===== src/rtl/dt_pass_engine.sv =====
// Single chamfer distance-transform pass (forward raster or backward raster) over the
// interior of an IMG_W x IMG_H image, updating a synchronous single-port RAM in place.
module dt_pass_engine #(
    parameter int IMG_W  = 128,
    parameter int IMG_H  = 128,
    parameter int PIX_W  = 8,
    parameter int ADDR_W = 14
) (
    input  logic              clk,
    input  logic              reset,
    input  logic              start,
    input  logic              dir,
    output logic              busy,
    output logic              done,
    output logic [ADDR_W-1:0] mem_addr,
    output logic              mem_rd,
    output logic              mem_we,
    output logic [PIX_W-1:0]  mem_wdata,
    input  logic [PIX_W-1:0]  mem_rdata
);
    typedef enum logic [2:0] {
        S_IDLE  = 3'd0,
        S_FETCH = 3'd1,
        S_LAST  = 3'd2,
        S_WRITE = 3'd3,
        S_DONE  = 3'd4
    } state_t;

    localparam logic [ADDR_W-1:0] X_MIN   = ADDR_W'(1);
    localparam logic [ADDR_W-1:0] X_MAX   = ADDR_W'(IMG_W - 2);
    localparam logic [ADDR_W-1:0] Y_MIN   = ADDR_W'(1);
    localparam logic [ADDR_W-1:0] Y_MAX   = ADDR_W'(IMG_H - 2);
    localparam logic [ADDR_W-1:0] W_C     = ADDR_W'(IMG_W);
    localparam logic [ADDR_W-1:0] START_F = ADDR_W'(IMG_W + 1);
    localparam logic [ADDR_W-1:0] START_B = ADDR_W'((IMG_H - 2) * IMG_W + IMG_W - 2);
    localparam logic [PIX_W-1:0]  PIX_MAX = {PIX_W{1'b1}};
    localparam logic [PIX_W-1:0]  PIX_ZERO = {PIX_W{1'b0}};

    function automatic logic [ADDR_W-1:0] addr_of(input logic [ADDR_W-1:0] x,
                                                  input logic [ADDR_W-1:0] y);
        return y * W_C + x;
    endfunction

    function automatic logic [PIX_W-1:0] sat_inc(input logic [PIX_W-1:0] v);
        return (v == PIX_MAX) ? PIX_MAX : v + PIX_W'(1);
    endfunction

    function automatic logic [PIX_W-1:0] min2(input logic [PIX_W-1:0] a,
                                              input logic [PIX_W-1:0] b);
        return (a < b) ? a : b;
    endfunction

    state_t             state_q;
    logic [2:0]         k_q;
    logic               dir_q;
    logic [ADDR_W-1:0]  x_q, y_q;
    logic [PIX_W-1:0]   cen_q, n0_q, n1_q, n2_q;
    logic               busy_q, done_q, rd_q, we_q;
    logic [ADDR_W-1:0]  addr_q;
    logic [PIX_W-1:0]   wdata_q;

    logic [ADDR_W-1:0]  x_d, y_d, nb_x_s, nb_y_s;
    logic               last_px_s, advance_s;
    logic [PIX_W-1:0]   new_pix_s;

    // Next pixel in scan order, neighbour for the read issued next cycle, and the chamfer minimum.
    always_comb begin
        x_d       = x_q;
        y_d       = y_q;
        last_px_s = 1'b0;
        if (dir_q) begin
            last_px_s = (x_q == X_MIN) && (y_q == Y_MIN);
            if (x_q == X_MIN) begin
                x_d = X_MAX;
                y_d = y_q - ADDR_W'(1);
            end else begin
                x_d = x_q - ADDR_W'(1);
            end
        end else begin
            last_px_s = (x_q == X_MAX) && (y_q == Y_MAX);
            if (x_q == X_MAX) begin
                x_d = X_MIN;
                y_d = y_q + ADDR_W'(1);
            end else begin
                x_d = x_q + ADDR_W'(1);
            end
        end

        nb_x_s = x_q;
        nb_y_s = y_q;
        case ({dir_q, k_q[1:0]})
            3'b000: begin nb_x_s = x_q - ADDR_W'(1); nb_y_s = y_q - ADDR_W'(1); end
            3'b001: begin nb_y_s = y_q - ADDR_W'(1); end
            3'b010: begin nb_x_s = x_q + ADDR_W'(1); nb_y_s = y_q - ADDR_W'(1); end
            3'b011: begin nb_x_s = x_q - ADDR_W'(1); end
            3'b100: begin nb_x_s = x_q + ADDR_W'(1); end
            3'b101: begin nb_x_s = x_q - ADDR_W'(1); nb_y_s = y_q + ADDR_W'(1); end
            3'b110: begin nb_y_s = y_q + ADDR_W'(1); end
            3'b111: begin nb_x_s = x_q + ADDR_W'(1); nb_y_s = y_q + ADDR_W'(1); end
            default: begin nb_x_s = x_q; nb_y_s = y_q; end
        endcase

        // mem_rdata carries n3 while in LAST
        new_pix_s = min2(min2(cen_q, sat_inc(n0_q)),
                         min2(min2(sat_inc(n1_q), sat_inc(n2_q)), sat_inc(mem_rdata)));

        advance_s = (state_q == S_WRITE) ||
                    ((state_q == S_FETCH) && (k_q == 3'd1) && (mem_rdata == PIX_ZERO));
    end

    // Pass sequencer with registered memory-side and status outputs.
    always_ff @(posedge clk) begin
        if (!reset) begin
            state_q <= S_IDLE;
            k_q     <= 3'd0;
            dir_q   <= 1'b0;
            x_q     <= '0;
            y_q     <= '0;
            cen_q   <= '0;
            n0_q    <= '0;
            n1_q    <= '0;
            n2_q    <= '0;
            busy_q  <= 1'b0;
            done_q  <= 1'b0;
            rd_q    <= 1'b0;
            we_q    <= 1'b0;
            addr_q  <= '0;
            wdata_q <= '0;
        end else begin
            case (state_q)
                S_IDLE: begin
                    done_q <= 1'b0;
                    if (start) begin
                        dir_q   <= dir;
                        x_q     <= dir ? X_MAX : X_MIN;
                        y_q     <= dir ? Y_MAX : Y_MIN;
                        addr_q  <= dir ? START_B : START_F;
                        k_q     <= 3'd0;
                        rd_q    <= 1'b1;
                        busy_q  <= 1'b1;
                        state_q <= S_FETCH;
                    end
                end
                S_FETCH: begin
                    case (k_q)
                        3'd1:    cen_q <= mem_rdata;
                        3'd2:    n0_q  <= mem_rdata;
                        3'd3:    n1_q  <= mem_rdata;
                        3'd4:    n2_q  <= mem_rdata;
                        default: ;
                    endcase
                    if (k_q == 3'd4) begin
                        rd_q    <= 1'b0;
                        state_q <= S_LAST;
                    end else begin
                        k_q    <= k_q + 3'd1;
                        addr_q <= addr_of(nb_x_s, nb_y_s);
                    end
                end
                S_LAST: begin
                    we_q    <= 1'b1;
                    addr_q  <= addr_of(x_q, y_q);
                    wdata_q <= new_pix_s;
                    state_q <= S_WRITE;
                end
                S_WRITE: begin
                    we_q <= 1'b0;
                end
                S_DONE: begin
                    done_q  <= 1'b0;
                    state_q <= S_IDLE;
                end
                default: begin
                    busy_q  <= 1'b0;
                    done_q  <= 1'b0;
                    rd_q    <= 1'b0;
                    we_q    <= 1'b0;
                    state_q <= S_IDLE;
                end
            endcase

            // Leaving a pixel (written, or skipped because it is zero) overrides the case above.
            if (advance_s) begin
                if (last_px_s) begin
                    rd_q    <= 1'b0;
                    busy_q  <= 1'b0;
                    done_q  <= 1'b1;
                    state_q <= S_DONE;
                end else begin
                    x_q     <= x_d;
                    y_q     <= y_d;
                    k_q     <= 3'd0;
                    addr_q  <= addr_of(x_d, y_d);
                    rd_q    <= 1'b1;
                    state_q <= S_FETCH;
                end
            end
        end
    end

    assign busy      = busy_q;
    assign done      = done_q;
    assign mem_addr  = addr_q;
    assign mem_rd    = rd_q;
    assign mem_we    = we_q;
    assign mem_wdata = wdata_q;

endmodule


===== config.mk =====
export PLATFORM = sky130hd
export DESIGN_NAME = dt_pass_engine
export DESIGN_NICKNAME = d
export VERILOG_FILES = /design/src/rtl/dt_pass_engine.sv
export SDC_FILE = /design/constraint.sdc
export NUM_CORES = 1
export LEC_CHECK = 0
export BUFFER_PORTS_ARGS = -buffer_cell sky130_fd_sc_hd__buf_2
export CAP_MARGIN = 20
export CORE_MARGIN = 4
export CORE_UTILIZATION = 55
export CTS_CLUSTER_DIAMETER = 60
export DETAILED_ROUTE_END_ITERATION = 6
export HOLD_SLACK_MARGIN = 0.08
export MAX_ROUTING_LAYER = met4
export PLACE_DENSITY = 0.73
export SLEW_MARGIN = 10
export SYNTH_ARGS = -nofsm -noshare
export SYNTH_HDL_FRONTEND = slang
export SYNTH_SLANG_ARGS = --single-unit

===== constraint.sdc =====
create_clock -name clk -period 16 [get_ports clk]
set_clock_uncertainty 0.2 [all_clocks]
set_input_delay 3.2 -clock clk [delete_from_list [all_inputs] [get_ports clk]]
set_output_delay 3.2 -clock clk [all_outputs]
set_load 0.03 [all_outputs]

# After elaboration in Yosys (flattened, before gate mapping)
# Cells that the tools add are included.
[totals] output_inout_bits=26 input_bits=12 reg_bits=93
[classes] n_addsub=12 n_eq_ne=29 muxes=55 n_reduce_logical=24 magnitude_cmp=4
[op_table] cell="$mux 14" count=19
[op_table] cell="$mux 8" count=8
[op_table] cell="$add 14x14->14" count=3
[op_table] cell="$pmux 14 s3" count=1
[op_table] cell="$add 8x1->8 const B" count=4
[op_table] cell="$eq 8x8->1 const B" count=4
[op_table] cell="$lt 8x8->1" count=4
[op_table] cell="$add 14x1->14 const B" count=2
[op_table] cell="$eq 14x1->1 const B" count=2
[op_table] cell="$eq 14x7->1 const B" count=2
[op_table] cell="$pmux 14 s2" count=1
[op_table] cell="$sub 14x1->14 const B" count=2
[op_table] cell="$mux 3" count=8
[op_table] cell="$reduce_or 3->1" count=7
[op_table] cell="$eq 3x2->1 const B" count=6
[op_table] cell="$eq 3x3->1 const B" count=6
[op_table] cell="$pmux 7 s2" count=1
[op_table] cell="$pmux 3 s4" count=1
[op_table] cell="$reduce_and 2->1" count=6
[op_table] cell="$mux 1" count=11
[op_table] cell="$eq 3x1->1 const B" count=3
[op_table] cell="$logic_not 8->1" count=1
[op_table] cell="$ne 4x3->1 const B" count=2
[op_table] cell="$mux 7" count=1
[op_table] cell="other kinds (13)" count=19

# Depth between registers and ports, before layout
[logic_depth] depth_word=8 mapped_depth=30

# Worst setup path after synthesis
# OpenSTA, ideal clock, no wires.
[synth_timing] kind="input to register" startpoint="input mem_rdata[3]" endpoint="register wdata_q[1], in the netlist mem_wdata[1]" t_arrival_ns=7.156 path_stages=21 path_buffers=2 path_slack_ns=8.522 path_cell_list="clkbuf_1 -> and3_1 -> and2_4 -> and4_1 -> a21oi_1 -> ha_1 -> a21o_1 -> a21oi_1 -> nor2_1 -> a211oi_1 -> a41oi_4 -> mux2_4 -> ha_1 -> a21o_1 -> a21oi_1 -> o211ai_1 -> a21oi_1 -> a31o_2 -> nor2b_1 -> buf_2 -> a221o_1"
[synth_between] elab_chain_cells=6 word_cells_on_any_way=7
[synth_lines] item="start, declared" line_no="19" source="input logic [PIX_W-1:0] mem_rdata"
[synth_lines] item="$add 8x1->8 / $eq 8x8->1 (equally long branches)" line_no="45" source="return (v == PIX_MAX) ? PIX_MAX : v + PIX_W'(1);"
[synth_lines] item="$mux 8 (*)" line_no="45"
[synth_lines] item="$lt 8x8->1" line_no="50" source="return (a < b) ? a : b;"
[synth_lines] item="$mux 8 (*)" line_no="50"
[synth_lines] item="$lt 8x8->1" line_no="50"
[synth_lines] item="$mux 8 (*)" line_no="50"
[synth_lines] item="end signal, assigned" line_no="163" source="wdata_q <= new_pix_s;"
[synth_lines] item="end, declared" line_no="60" source="logic [PIX_W-1:0] wdata_q;"
# Mark *: on every way between the ends. The rest lies on a longest branch, timed or not.
# A chain may end at the register's enable or synchronous reset.

# Worst setup path after layout
[layout_timing] startpoint="input mem_rdata[0]" endpoint="register wdata_q[5], in the netlist mem_wdata[5]"
# Same word-level chain as after synthesis.

==> impl_results.md <==
* Clock root buffer: clkbuf_16
* Slew HR at 30.2%
* Final hold violations at 0
* Number of max-cap violations at 0
* Commonest cells post-synth: nand2_1, a21oi_1, dfxtp_1, nor2_1, ha_1
* Crit path kind: primary input to flop
* Buf+Inv Stages, Crit Path at 1
* Arr. time, crit path at 7.72 ns
* NetSw at 0.299 mW
* Sequential area share after synthesis at 23.1%
* Hold_buf cts at 0
* Worst Path Required at 16.11 ns
* Final Max Tran Viols at 0
* Ys flop type: dfxtp_1
* Gp weighted congestion at 0.943
* Minimum clock period at 7.61 ns
* Logic pwr share at 38.3%
* Clk pwr share at 27.0%
* DR vias/cell at 6.39
* Static leakage at 3.50 nW
* GR Util All Layers at 28.3%
* IO Port Bufs at 37
* Dpl hpwl at 16.7 mm
* Met1 Track Usage GR at 34.5%
* Vias in the first global route at 7315
* Antenna violations before repair at 0
* Routed WL at 22.6 mm
* Reg2Reg Launch Point: n1_q[0]$_SDFFE_PN0P_
* RSZ-0062 raised after global routing: false
* Tcrit/Tclk final at 47.6%
* Number of synthesized flops with an enable pin at 0
* Max Clock Freq at 131 MHz
* Status: finished, final reports clean
* Post-Syn Instances at 1061
* Sequential fraction of design power at 34.7%
* Worst-margin pin slew at 1.05 ns
* Synthesized area per cell at 7.58 um^2
* First-pass GRT wire length at 37.0 mm
* Synth warnings at 0
* #FFs+latches synth at 93
* CP max-delay cell: nor2b_1
* GRT busiest layer: met2
* Synth area leaders: dfxtp_1, ha_1, a21oi_1, nand2_1, nor2_1
* Initial Utilization at 57.1%
* Post-CTS Setup Inserts at 0
* DR WL/cell at 18.3 um
* Final net count at 1127
* Top Family by Delay on Critical Path: compound AO/OA/AOI/OAI gates
* Critical path startpoint: mem_rdata[0]
* Top cell type's share of synthesized area at 23.1%
* CTS max path bufs at 2
* Worst setup SP type: primary input
* Worst setup EP type: flop
* Cell Rows at 43
* Min-delay src: done$_SDFF_PN0_
* CTS-repair resized insts at 0
* First-pass detailed-route iteration total at 5
* Die Ht at 129 um
* Synth area leader: dfxtp_1
* Grt met2 use at 47.4%
* DRC at 0
* Post-synth cell types at 84
* Top-count cell post-synth: nand2_1
* Syn-to-layout area delta at 5.68%
* Ys async rst share at 0%
* CTS sink cnt at 93
* Final setup vio count at 0
* Core area at 0.0141 mm^2
* Overflow left after global routing at 0
* Pwr Total at 0.767 mW
* Final ANT Viol Nets at 0
* VDD IR max at 65.1 uV
* Final antenna diode count at 0
* Cell mode on critical path: a21oi_1
* Switching share of power at 39.0%
* Vias at 7884
* HP Class: flop to flop
* Syn Nets at 1139
* Boundary Pins at 38
* CP Max Fanout at 9
* Worst path max stage delay at 0.45 ns
* Mapped Area at 0.00805 mm^2
* Total negative slack at 0 ns
* Die width at 129 um
* Share of cells above drive strength 1 at 9.02%
* Die ar. at 0.0166 mm^2
* Met3 usage at 3.32%
* Worst-path clk slew at 0.07 ns
* Internal at 0.468 mW
* CTS Buf Count at 9
* CTS H-tree lvls at 3
* CTS tree: yes
* Drt initial violations at 735
* CP Cell Sequence: buf_2, ha_1, and2_4, and4_1, a21oi_1, ha_1, a21o_1, a21oi_1, nor2_1, a211oi_1, a41oi_4, mux2_4, ha_1, a21o_1, a21oi_1, o211ai_1, a21oi_1, a31o_2, nor2b_1, a221o_1
* Pin count of the biggest net entering global routing at 73
* Clk_lat worst skew at 0.36 ns
* Power Dens Cells at 90.2 mW/mm^2
* # fillers at 1324
-- cells in the final DEF (no fill, tap or decap), types with 15 or more instances in the layout --
master    count
nor2_1       93
nor3_1       32
a31oi_1      17
nand3_1      53
ha_1         63
a22oi_1      15
o21ai_0      33
xnor2_1      39
mux2i_1      25
a21o_1       17
and3_1       25
nand2_1     122
xor2_1       17
inv_1        39
a21oi_1     105
a221oi_1     24
dfxtp_1      93
buf_2        37
-- final timing paths --
path | endpoint | cells past startpoint | slack [ns]
max reg2reg | mem_wdata[5]$_SDFFE_PN0P_ | 27 | 9.13
max | mem_wdata[5]$_SDFFE_PN0P_ | 20 | 8.39
min reg2reg | done$_SDFF_PN0_ | 2 | 0.26
min | done$_SDFF_PN0_ | 2 | 0.26
-- through the flow --
stage	util [%]	setup WS (ns)	area [um^2]	std cells	hold slack [ns]
after floorplan	-	8.52	8050	1061	0.245
after global placement	58.3	8.17	8220	1217	0.242
after detailed placement	58.3	8.06	8220	1217	0.259
after CTS	60.3	8.41	8500	1232	0.268
after global routing	60.3	7.99	8500	1233	0.298
final	60.3	8.39	8500	1233	0.264
-- layout make-up --
class / instances / area (um^2) / share of cell area [%]
repair buffers: 44 / 238 / 2.80
flip-flops and latches: 93 / 1860 / 21.9
well taps: 180 / 225 / 2.65
clock inverters: 5 / 35.0 / 0.412
inverters: 40 / 150 / 1.77
multi-input cells: 861 / 5750 / 67.7
clock buffers: 10 / 239 / 2.81
-- tightest hold or removal path: cells and delay by family (launching register included) --
| family | cells | cell delay (ns) |
|---|---|---|
| AOI/OAI and AO/OA | 1 | 0.05 |
| and+or+nand+nor | 1 | 0.05 |
| DFF | 1 | 0.31 |
-- logic make-up (layout without fill, tap and decap cells) --
| group | Yosys count | after routing | share of synthesized area (%) |
|---|---|---|---|
| xor+xnor | 56 | 56 | 6.10 |
| mux | 32 | 32 | 4.23 |
| simple gates | 400 | 400 | 24.5 |
| buf+inv | 107 | 99 | 5.35 |
| flops | 93 | 93 | 23.1 |
| compound gates | 307 | 307 | 26.2 |
| fa+ha+maj | 66 | 66 | 10.5 |
-- routing by layer --
metal	part of all wire [%]	up-vias
met2	48	253
met1	44	3701
met4	3.4	0
met5	0	-
met3	5.1	56
li1	-	3874
-- sequential cells by signal (all words and copies together), names as in the netlist, 3 cells and up --
| signal | cells |
|---|---|
| x_q | 14 |
| k_q | 3 |
| y_q | 14 |
| n1_q | 8 |
| cen_q | 8 |
| n2_q | 8 |
| mem_addr | 14 |
| state_q | 3 |
| n0_q | 8 |
| mem_wdata | 8 |
-- power by group through the flow --
stage	Sequential [mW]	Combinational, mW	Clock (mW)
4_1_cts	0.266	0.290	0.210
6_report	0.266	0.293	0.207
2_1_floorplan	0.277	0.216	0
3_3_place_gp	0.271	0.283	0
5_1_grt	0.269	0.322	0.219
3_5_place_dp	0.271	0.288	0
Note: power is estimated with default switching activity, not from simulation.
